## config.mk

```make
export PLATFORM = sky130hd
export DESIGN_NAME = conv_stream_driver_flat
export DESIGN_NICKNAME = d
export VERILOG_FILES = /design/src/rtl/conv_stream_driver_if.sv /design/src/rtl/conv_stream_driver.sv /design/src/flat_wrapper.sv
export SDC_FILE = /design/constraint.sdc
export NUM_CORES = 1
export LEC_CHECK = 0
export BUFFER_PORTS_ARGS = -buffer_cell sky130_fd_sc_hd__buf_2
export CAP_MARGIN = 20
export CORE_MARGIN = 4
export CORE_UTILIZATION = 35
export CTS_CLUSTER_DIAMETER = 30
export CTS_CLUSTER_SIZE = 20
export DETAILED_ROUTE_END_ITERATION = 16
export GPL_ROUTABILITY_DRIVEN = 1
export SYNTH_ARGS = -nofsm -noshare
export SYNTH_HDL_FRONTEND = slang
export SYNTH_SLANG_ARGS = --single-unit
export TNS_END_PERCENT = 5
```

## constraint.sdc

```tcl
create_clock -name clk -period 4.7 [get_ports clk]
set_input_delay 1.175 -clock clk [delete_from_list [all_inputs] [get_ports clk]]
set_output_delay 1.175 -clock clk [all_outputs]
set_load 0.05 [all_outputs]
```

## src/rtl/conv_stream_driver_if.sv

```systemverilog
// Bus bundle between the conv stream driver and its environment.
//   src_rd_*  : source memory read port (ifmap + weights), data 1 cycle after the strobe
//   tx_*      : valid/ready stream into the conv core din port, tx_phase marks weight words
//   rx_*      : valid/ready stream from the conv core dout port
//   res_wr_*  : result memory write port
// master = driver side, slave = memories / conv core side.
interface conv_stream_driver_if #(
  parameter int unsigned DW = 16,
  parameter int unsigned AW = 12
);
  logic          src_rd_en;
  logic [AW-1:0] src_rd_addr;
  logic [DW-1:0] src_rd_data;

  logic          tx_valid;
  logic          tx_ready;
  logic [DW-1:0] tx_data;
  logic          tx_phase;

  logic          rx_valid;
  logic          rx_ready;
  logic [DW-1:0] rx_data;

  logic          res_wr_en;
  logic [AW-1:0] res_wr_addr;
  logic [DW-1:0] res_wr_data;

  modport master (
    output src_rd_en, src_rd_addr,
    input  src_rd_data,
    output tx_valid, tx_data, tx_phase,
    input  tx_ready,
    input  rx_valid, rx_data,
    output rx_ready,
    output res_wr_en, res_wr_addr, res_wr_data
  );

  modport slave (
    input  src_rd_en, src_rd_addr,
    output src_rd_data,
    input  tx_valid, tx_data, tx_phase,
    output tx_ready,
    output rx_valid, rx_data,
    input  rx_ready,
    input  res_wr_en, res_wr_addr, res_wr_data
  );
endinterface

```

## src/rtl/conv_stream_driver.sv

```systemverilog
// Conv stream driver: on start, streams N_IF ifmap words then N_W weight words from the
// source memory into the conv core, then collects N_OF result words into result memory.
// Ports:
//   clk   : sole clock, rising edge
//   rst   : synchronous active-high reset
//   start : job request, only honoured in IDLE
//   busy  : high while sending or receiving
//   done  : one-cycle pulse at job end
//   bus   : conv_stream_driver_if master (source read, tx stream, rx stream, result write)
module conv_stream_driver #(
  parameter int unsigned N_IF = 1728,
  parameter int unsigned N_W  = 1296,
  parameter int unsigned N_OF = 1200,
  parameter int unsigned DW   = 16,
  parameter int unsigned AW   = 12
) (
  input  logic                 clk,
  input  logic                 rst,
  input  logic                 start,
  output logic                 busy,
  output logic                 done,
  conv_stream_driver_if.master bus
);

  localparam logic [AW-1:0] NumTx   = AW'(N_IF + N_W);
  localparam logic [AW-1:0] TxLast  = AW'(N_IF + N_W - 1);
  localparam logic [AW-1:0] WgtBase = AW'(N_IF);
  localparam logic [AW-1:0] RxLast  = AW'(N_OF - 1);

  typedef enum logic [1:0] {StIdle, StSend, StRecv, StFin} state_e;

  state_e        state_q;
  logic [AW-1:0] rd_cnt_q;    // reads issued
  logic [AW-1:0] tx_cnt_q;    // tx handshakes
  logic [AW-1:0] rx_cnt_q;    // rx handshakes
  logic          inflight_q;  // read issued last cycle, data on src_rd_data now
  logic [DW-1:0] mem_q [2];
  logic          wr_ptr_q;
  logic          rd_ptr_q;
  logic [1:0]    fifo_cnt_q;

  logic          rd_en;
  logic          tx_valid_int;
  logic [DW-1:0] tx_data_int;
  logic          tx_hs;
  logic          rx_hs;
  logic          push;
  logic          pop;

  always_comb begin
    rd_en = (state_q == StSend) && (rd_cnt_q < NumTx) &&
            (({1'b0, fifo_cnt_q} + {2'b0, inflight_q}) < 3'd2);
    // Returning data is visible the cycle it arrives, so an empty FIFO does not cost a cycle.
    tx_valid_int = (state_q == StSend) && ((fifo_cnt_q != 2'd0) || inflight_q);
    tx_data_int  = (fifo_cnt_q != 2'd0) ? mem_q[rd_ptr_q] : bus.src_rd_data;
    tx_hs        = tx_valid_int && bus.tx_ready;
    rx_hs        = (state_q == StRecv) && bus.rx_valid;
    // Arriving word is stored unless it went straight out through the bypass.
    push         = inflight_q && !(tx_hs && (fifo_cnt_q == 2'd0));
    pop          = tx_hs && (fifo_cnt_q != 2'd0);
  end

  // Outputs are forced to their idle values while rst is high.
  always_comb begin
    busy             = !rst && ((state_q == StSend) || (state_q == StRecv));
    done             = !rst && (state_q == StFin);
    bus.src_rd_en    = !rst && rd_en;
    bus.src_rd_addr  = bus.src_rd_en ? rd_cnt_q : '0;
    bus.tx_valid     = !rst && tx_valid_int;
    bus.tx_data      = bus.tx_valid ? tx_data_int : '0;
    bus.tx_phase     = bus.tx_valid && (tx_cnt_q >= WgtBase);
    bus.rx_ready     = !rst && (state_q == StRecv);
    bus.res_wr_en    = !rst && rx_hs;
    bus.res_wr_addr  = bus.res_wr_en ? rx_cnt_q : '0;
    bus.res_wr_data  = bus.res_wr_en ? bus.rx_data : '0;
  end

  always_ff @(posedge clk) begin
    if (rst) begin
      state_q    <= StIdle;
      rd_cnt_q   <= '0;
      tx_cnt_q   <= '0;
      rx_cnt_q   <= '0;
      inflight_q <= 1'b0;
      wr_ptr_q   <= 1'b0;
      rd_ptr_q   <= 1'b0;
      fifo_cnt_q <= 2'd0;
      mem_q[0]   <= '0;
      mem_q[1]   <= '0;
    end else begin
      inflight_q <= rd_en;
      if (rd_en) rd_cnt_q <= rd_cnt_q + 1'b1;
      if (push) begin
        mem_q[wr_ptr_q] <= bus.src_rd_data;
        wr_ptr_q        <= ~wr_ptr_q;
      end
      if (pop) rd_ptr_q <= ~rd_ptr_q;
      fifo_cnt_q <= fifo_cnt_q + {1'b0, push} - {1'b0, pop};

      unique case (state_q)
        StIdle: begin
          if (start) begin
            state_q  <= StSend;
            rd_cnt_q <= '0;
            tx_cnt_q <= '0;
            rx_cnt_q <= '0;
          end
        end
        StSend: begin
          if (tx_hs) begin
            tx_cnt_q <= tx_cnt_q + 1'b1;
            if (tx_cnt_q == TxLast) state_q <= StRecv;
          end
        end
        StRecv: begin
          if (rx_hs) begin
            rx_cnt_q <= rx_cnt_q + 1'b1;
            if (rx_cnt_q == RxLast) state_q <= StFin;
          end
        end
        StFin: state_q <= StIdle;
        default: state_q <= StIdle;
      endcase
    end
  end

endmodule

```

## src/flat_wrapper.sv

```systemverilog
// flat-port wrapper written by rule: the top's interface ports become plain ports
module conv_stream_driver_flat 
#(
  parameter int unsigned N_IF = 1728,
  parameter int unsigned N_W  = 1296,
  parameter int unsigned N_OF = 1200,
  parameter int unsigned DW   = 16,
  parameter int unsigned AW   = 12
)
  (clk, rst, start, busy, done, bus_src_rd_en, bus_src_rd_addr, bus_src_rd_data, bus_tx_valid, bus_tx_data, bus_tx_phase, bus_tx_ready, bus_rx_valid, bus_rx_data, bus_rx_ready, bus_res_wr_en, bus_res_wr_addr, bus_res_wr_data);
  conv_stream_driver_if #(.DW(DW), .AW(AW)) bus_i ();
  input  logic clk;
  input  logic rst;
  input  logic start;
  output logic busy;
  output logic done;
  output wire logic [$bits(bus_i.src_rd_en)-1:0] bus_src_rd_en;
  output wire logic [$bits(bus_i.src_rd_addr)-1:0] bus_src_rd_addr;
  input wire logic [$bits(bus_i.src_rd_data)-1:0] bus_src_rd_data;
  output wire logic [$bits(bus_i.tx_valid)-1:0] bus_tx_valid;
  output wire logic [$bits(bus_i.tx_data)-1:0] bus_tx_data;
  output wire logic [$bits(bus_i.tx_phase)-1:0] bus_tx_phase;
  input wire logic [$bits(bus_i.tx_ready)-1:0] bus_tx_ready;
  input wire logic [$bits(bus_i.rx_valid)-1:0] bus_rx_valid;
  input wire logic [$bits(bus_i.rx_data)-1:0] bus_rx_data;
  output wire logic [$bits(bus_i.rx_ready)-1:0] bus_rx_ready;
  output wire logic [$bits(bus_i.res_wr_en)-1:0] bus_res_wr_en;
  output wire logic [$bits(bus_i.res_wr_addr)-1:0] bus_res_wr_addr;
  output wire logic [$bits(bus_i.res_wr_data)-1:0] bus_res_wr_data;
  assign bus_src_rd_en = bus_i.src_rd_en;
  assign bus_src_rd_addr = bus_i.src_rd_addr;
  assign bus_i.src_rd_data = bus_src_rd_data;
  assign bus_tx_valid = bus_i.tx_valid;
  assign bus_tx_data = bus_i.tx_data;
  assign bus_tx_phase = bus_i.tx_phase;
  assign bus_i.tx_ready = bus_tx_ready;
  assign bus_i.rx_valid = bus_rx_valid;
  assign bus_i.rx_data = bus_rx_data;
  assign bus_rx_ready = bus_i.rx_ready;
  assign bus_res_wr_en = bus_i.res_wr_en;
  assign bus_res_wr_addr = bus_i.res_wr_addr;
  assign bus_res_wr_data = bus_i.res_wr_data;
  conv_stream_driver #(.N_IF(N_IF), .N_W(N_W), .N_OF(N_OF), .DW(DW), .AW(AW)) u_core (.clk(clk), .rst(rst), .start(start), .busy(busy), .done(done), .bus(bus_i));
endmodule
```

# Word level (Yosys, flattened, before mapping)
# Memory sizes are Yosys's and may differ from the RTL's. A register that Yosys moved wholly into a read port is not among the register bits.
# Index checks and enable logic that the tools add are counted.
[classes]
addsub = 6
magnitude_cmp = 3
n_eq_ne = 10
n_mux = 29
n_bitwise = 2
n_reduce_logical = 28
[op_table]
columns = ["op", "count"]
rows = [
  ["12-bit two-way mux", 8],
  ["16-bit two-way mux", 4],
  ["12-bit one-hot mux with 2 select lines", 2],
  ["12-bit by 1-bit adder with 12-bit output (second input constant)", 3],
  ["16-bit OR reduction", 1],
  ["1-bit logical AND", 15],
  ["12-bit by 11-bit == test with 1-bit output (second input constant)", 1],
  ["12-bit == test (second input constant)", 1],
  ["12-bit by 11-bit >= comparator with 1-bit output (second input constant)", 1],
  ["12-bit less-than comparator (second input constant)", 1],
  ["2-bit two-way mux", 5],
  ["1-bit two-way mux", 9],
  ["2-bit one-hot mux with 4 select lines", 1],
  ["2-bit != test (second input constant)", 3],
  ["3-bit AND reduction", 2],
  ["2-bit nonzero test", 3],
  ["5-bit AND reduction", 1],
  ["2-bit == test (second input constant)", 2],
  ["2-bit logical NOT", 2],
  ["2-bit by 1-bit != test with 1-bit output (second input constant)", 2],
  ["2-bit by 1-bit adder with 3-bit output", 1],
  ["3-bit by 2-bit less-than comparator with 1-bit output (second input constant)", 1],
  ["2-bit by 1-bit adder with 2-bit output", 1],
  ["2-bit by 1-bit == test with 1-bit output (second input constant)", 1],
  ["4 further kinds", 7],
]
[totals]
ff_bits = 43
ram_bits = 32
in_bits = 37
out_inout_bits = 63
wordCells = 87
memories = 1
[mem_list]
columns = ["memory", "depth", "width", "read_ports", "rd_clocked_by_memory_dff", "write_ports", "line", "rtl"]
rows = [
  ["u_core.mem_q", 2, 16, 1, 1, 2, "conv_stream_driver.sv:37", "logic [DW-1:0] mem_q [2];"],
]

# Depth between registers and ports, before layout
[logic_depth]
depth_word = 12
ltp_mapped = 8
depth_no_buf = 8

# Worst setup path after synthesis
# Ideal clock, no wire load.
[synth_timing]
path_type = "input -> output"
from = "input port rst"
to = "output port bus_tx_data[10]"
arrival_ps = 2995
t_required_ps = 3525
slack_ps = 530
path_stages = 4
n_path_buf = 1
cell_sequence = "nor2b_1 > o21ai_1 > clkbuf_1 > a211oi_1"
[synth_via]
elab_chain_len = 3
[synth_rtl]
columns = ["item", "line", "rtl"]
rows = [
  ["start, declared", "flat_wrapper.sv:13", "input logic rst;"],
  ["1-bit logical NOT", "conv_stream_driver.sv:69", "bus.tx_valid = !rst && tx_valid_int;"],
  ["1-bit logical AND", "conv_stream_driver.sv:69", ""],
  ["16-bit two-way mux", "conv_stream_driver.sv:70", "bus.tx_data = bus.tx_valid ? tx_data_int : '0;"],
  ["end, declared", "flat_wrapper.sv:21", "output wire logic [$bits(bus_i.tx_data)-1:0] bus_tx_data;"],
]
# Every way passes these cells.

# Worst setup path in the final report
[layout_timing]
from = "input port rst"
to = "output port bus_src_rd_addr[7]"
[layout_via]
elab_chain_len = 3
[layout_rtl]
columns = ["item", "line", "rtl"]
rows = [
  ["1-bit logical NOT", "conv_stream_driver.sv:67", "bus.src_rd_en = !rst && rd_en;"],
  ["1-bit logical AND", "conv_stream_driver.sv:67", ""],
  ["12-bit two-way mux", "conv_stream_driver.sv:68", "bus.src_rd_addr = bus.src_rd_en ? rd_cnt_q : '0;"],
  ["end, declared", "flat_wrapper.sv:18", "output wire logic [$bits(bus_i.src_rd_addr)-1:0] bus_src_rd_addr;"],
]
# Every way passes these cells.

==> impl_metrics.csv <==
group,metric,value,unit
sta,clock_skew,0.006955,ns
global_route,globalRouteTotalUtil,0.1419,
critical_path,cp_common_cell,"sky130_fd_sc_hd__buf_2",
critical_path,end_kind,"output port",
sta,final_critical_path_time_including_i_o_delays_and_setup,3.895,ns
pwr,vdd.ir_drop.worst,246.9,uV
pwr,total_leakage_power,2.162,nW
synthesis,synth-warning-count,0,
floorplanning,die_x,117.8,um
global_route,pin_count_of_the_biggest_net_entering_global_routing,35,
critical_path,r2r_slack,2.38,ns
clock_tree,worst_setup_hold_path_clk_slew,0.06,ns
synthesis,synthDistinctLibCells,57,
sta,final_critical_path_setup_slack,0.8053,ns
detailed_routing,post_drt_wl_per_cell,14.55,um
cells_and_area,area.growth.synth_to_final,21.84,%
critical_path,startpoint_type,"input port",
synthesis,number_of_synthesized_flops_with_an_enable_pin,32,
flow_run,maxCapViolations,0,
sta,finalSetupViolations,0,
synthesis,post_synth_main_area_contributors,"sky130_fd_sc_hd__edfxtp_1 23%, sky130_fd_sc_hd__dfxtp_1 21%, sky130_fd_sc_hd__and2_1 7.0%",
cells_and_area,antenna_cells,0,
global_route,grt_pass1_wl,16350,um
critical_path,crit_required,3.52,ns
place,globalplace.congestion,0.8292,
critical_path,worstSetupPathDepth,6,
clock_tree,cts_tree,"yes",
place,hpwl,7152,um
clock_tree,cts_inserted_buffers,9,
clock_tree,cts_repair_resize_count,0,
sta,grt_setup_unrepaired,"no",
place,port_buffer_count,99,
detailed_routing,drt-initial-drc-count,167,
pwr,post-layout-total-power,2.066,mW
critical_path,cpLargestDelayFamily,"simple AND/OR/NAND/NOR gates",
detailed_routing,residual_drc,0,
floorplanning,floorplan.rows,39,
synthesis,ys_seq_elements,76,
sta,final_hold_viol_count,0,
critical_path,critical_path.slowest_cell,"sky130_fd_sc_hd__a21oi_1",
synthesis,ys_seq_area_frac,0.4361,
floorplanning,die_y,117.8,um
critical_path,crit-reg2reg-capture,"u_core.mem_q[1][3]",
cells_and_area,fin_nets,582,
critical_path,critical_path.reg2reg.startpoint,"u_core.state_q[1]",
cells_and_area,num-fill-cells,1133,
cells_and_area,fin_area,5145,sq um
global_route,grt_pass1_vias,3349,
synthesis,synth_flop_cell,"sky130_fd_sc_hd__dfxtp_1",
min_path,min_path_cells,2,
critical_path,worst-r2r-cell-count,8,
floorplanning,floorplan.initialDensity,0.3636,
synthesis,syn-mean-instance-area,9.554,sq um
clock_tree,cts_htree_levels,3,
global_route,antenna_found_initial,0,
synthesis,synth_top_cell_area_share,0.2276,
sta,worst_hold_slack,0.4977,ns
synthesis,syn_nets,488,
min_path,hold_path.startpoint,"u_core.rx_cnt_q[11]",
synthesis,synth.cell_area,4223,sq um
pwr,power.density_cell_area,401.5,nW/um^2
sta,slew_violations,0,
sta,finalSetupTns,0,ns
clock_tree,post_cts_hold_buffers,0,
critical_path,timing.critical_path.slowest_cell_delay,0.51,ns
place,place_ws,0.7739,ns
critical_path,cp_data_arrival_time,2.72,ns
critical_path,worstPathCellList,"buf_2 -> nor2b_1 -> nand2_1 -> a21oi_1 -> and2_1 -> buf_2",
sta,slew-limit-headroom,0.3315,
synthesis,synth_most_common_cell,"sky130_fd_sc_hd__and2_1",
detailed_routing,routed_wl,9954,um
detailed_routing,drtAntennaViolNets,0,
sta,finalCritPeriodShare,0.8287,
floorplanning,core_area,11610,sq um
synthesis,yosys.area.top_type,"sky130_fd_sc_hd__edfxtp_1",
floorplanning,i_o_pin_count,100,
detailed_routing,post_drt_via_cell_ratio,5.208,
synthesis,ys_async_sr_fraction,0,
place,dpl_cell_area,4861,sq um
critical_path,worst-path-buf-inv,2,
critical_path,cp_max_fo,13,
global_route,grt-ovfl-total,0,
synthesis,netlist_instances,442,
clock_tree,ctsLongestPathBuffers,2,
detailed_routing,detailroute.via_count,3562,
outcome,result_of_the_run,"complete, no violations",
clock_tree,clock_sinks,76,
clock_tree,clkLatencyLatePin,0.33,ns
min_path,hold-path-endpoint,"u_core.rx_cnt_q[11]",
clock_tree,cts_root_buf,"sky130_fd_sc_hd__clkbuf_16",
sta,timing.fmax,256.8,MHz
synthesis,yosys-top-cells-count,"47 x sky130_fd_sc_hd__and2_1, 44 x sky130_fd_sc_hd__dfxtp_1, 42 x sky130_fd_sc_hd__nor2_1, 32 x sky130_fd_sc_hd__and3_1, 32 x sky130_fd_sc_hd__edfxtp_1",
clock_tree,cts.repair_timing.setup_buffer_count,0,
min_path,hold_path.class,"reg -> reg",
detailed_routing,detail_route.first_pass.iterations,4,
sta,worstMarginPinSlew,1.001,ns
cells_and_area,share_of_cells_above_drive_strength_1,0.2625,
floorplanning,die_area,13890,sq um
critical_path,path_class,"in -> out",
-- worst max-delay path by stage --
stage	from	endpoint	slack (ns)
finish	rst	bus_src_rd_addr[7]	0.81
global route	rst	bus_src_rd_addr[4]	0.50
CTS	rst	bus_src_rd_addr[7]	0.76
global placement	rst	bus_src_rd_addr[9]	0.84
detailed placement	rst	bus_src_rd_addr[7]	0.77
floorplan	rst	bus_tx_data[10]	0.53
-- per-layer routing --
metal	vias to the layer above	track usage	part of all wire
li1	1796	-	-
met1	1693	0.1766	0.45
met2	58	0.2364	0.49
met3	15	0.03412	0.037
met4	0	0.05714	0.019
met5	-	0	0
-- cell usage in the layout, fill, tap and decap left out, drive strengths merged, types with 17 or more instances in the layout --
cell,netlist,routed
buf,2,106
and2,47,47
dfxtp,44,44
nor2,42,42
and3,32,32
edfxtp,32,32
a21oi,25,25
mux2i,21,21
a211oi,19,19
o21ai,17,17
-- per-stage QoR --
step | util | cells
2_1_floorplan | - | 442
3_3_place_gp | 0.4186 | 668
3_5_place_dp | 0.4186 | 668
4_1_cts | 0.4430 | 684
5_1_grt | 0.4430 | 684
6_report | 0.4430 | 684
-- power breakdown --
group          switching (mW)  internal [mW]  total (mW)
registers              0.0420          0.748       0.790
logic                   0.427          0.187       0.614
clock network           0.255          0.406       0.661
total                   0.724           1.34        2.07
-- cell families (layout without fill, tap and decap cells) --
group,count (synthesis),after routing,synth area share
xor+xnor,13,13,0.02696
mux,24,24,0.05778
fa+ha+maj,9,9,0.02667
flops,76,76,0.4361
compound gates,88,88,0.1505
simple gates,197,197,0.2702
buf+inv,35,134,0.03170
-- flip-flops by register name, summed over array words and instances (netlist names), named ones only --
name               cells
u_core.state_q         2
u_core.rx_cnt_q       12
u_core.rd_cnt_q       12
u_core.inflight_q      1
u_core.rd_ptr_q        1
u_core.tx_cnt_q       12
u_core.mem_q          32
u_core.wr_ptr_q        1
u_core.fifo_cnt_q      2
-- layout make-up --
class | instances | area [sq um] | area share
timing repair buffer | 106 | 548.0 | 0.1065
tap | 143 | 178.9 | 0.03478
sequential | 76 | 1842 | 0.3580
clock inverter | 6 | 55.05 | 0.01070
clock buffer | 10 | 229.0 | 0.04450
multi-input combinational | 331 | 2247 | 0.4368
inverter | 12 | 45.04 | 0.008755
-- worst reg2reg max path: cells and delay by family (launching register included) --
kind,cells,cell delay (ns)
buffers and inverters,3,0.53
AOI/OAI and AO/OA,1,0.32
adders and majority gates,1,0.17
and+or+nand+nor,3,0.66
DFF,1,0.33
Power figures use the tool's default switching activity.
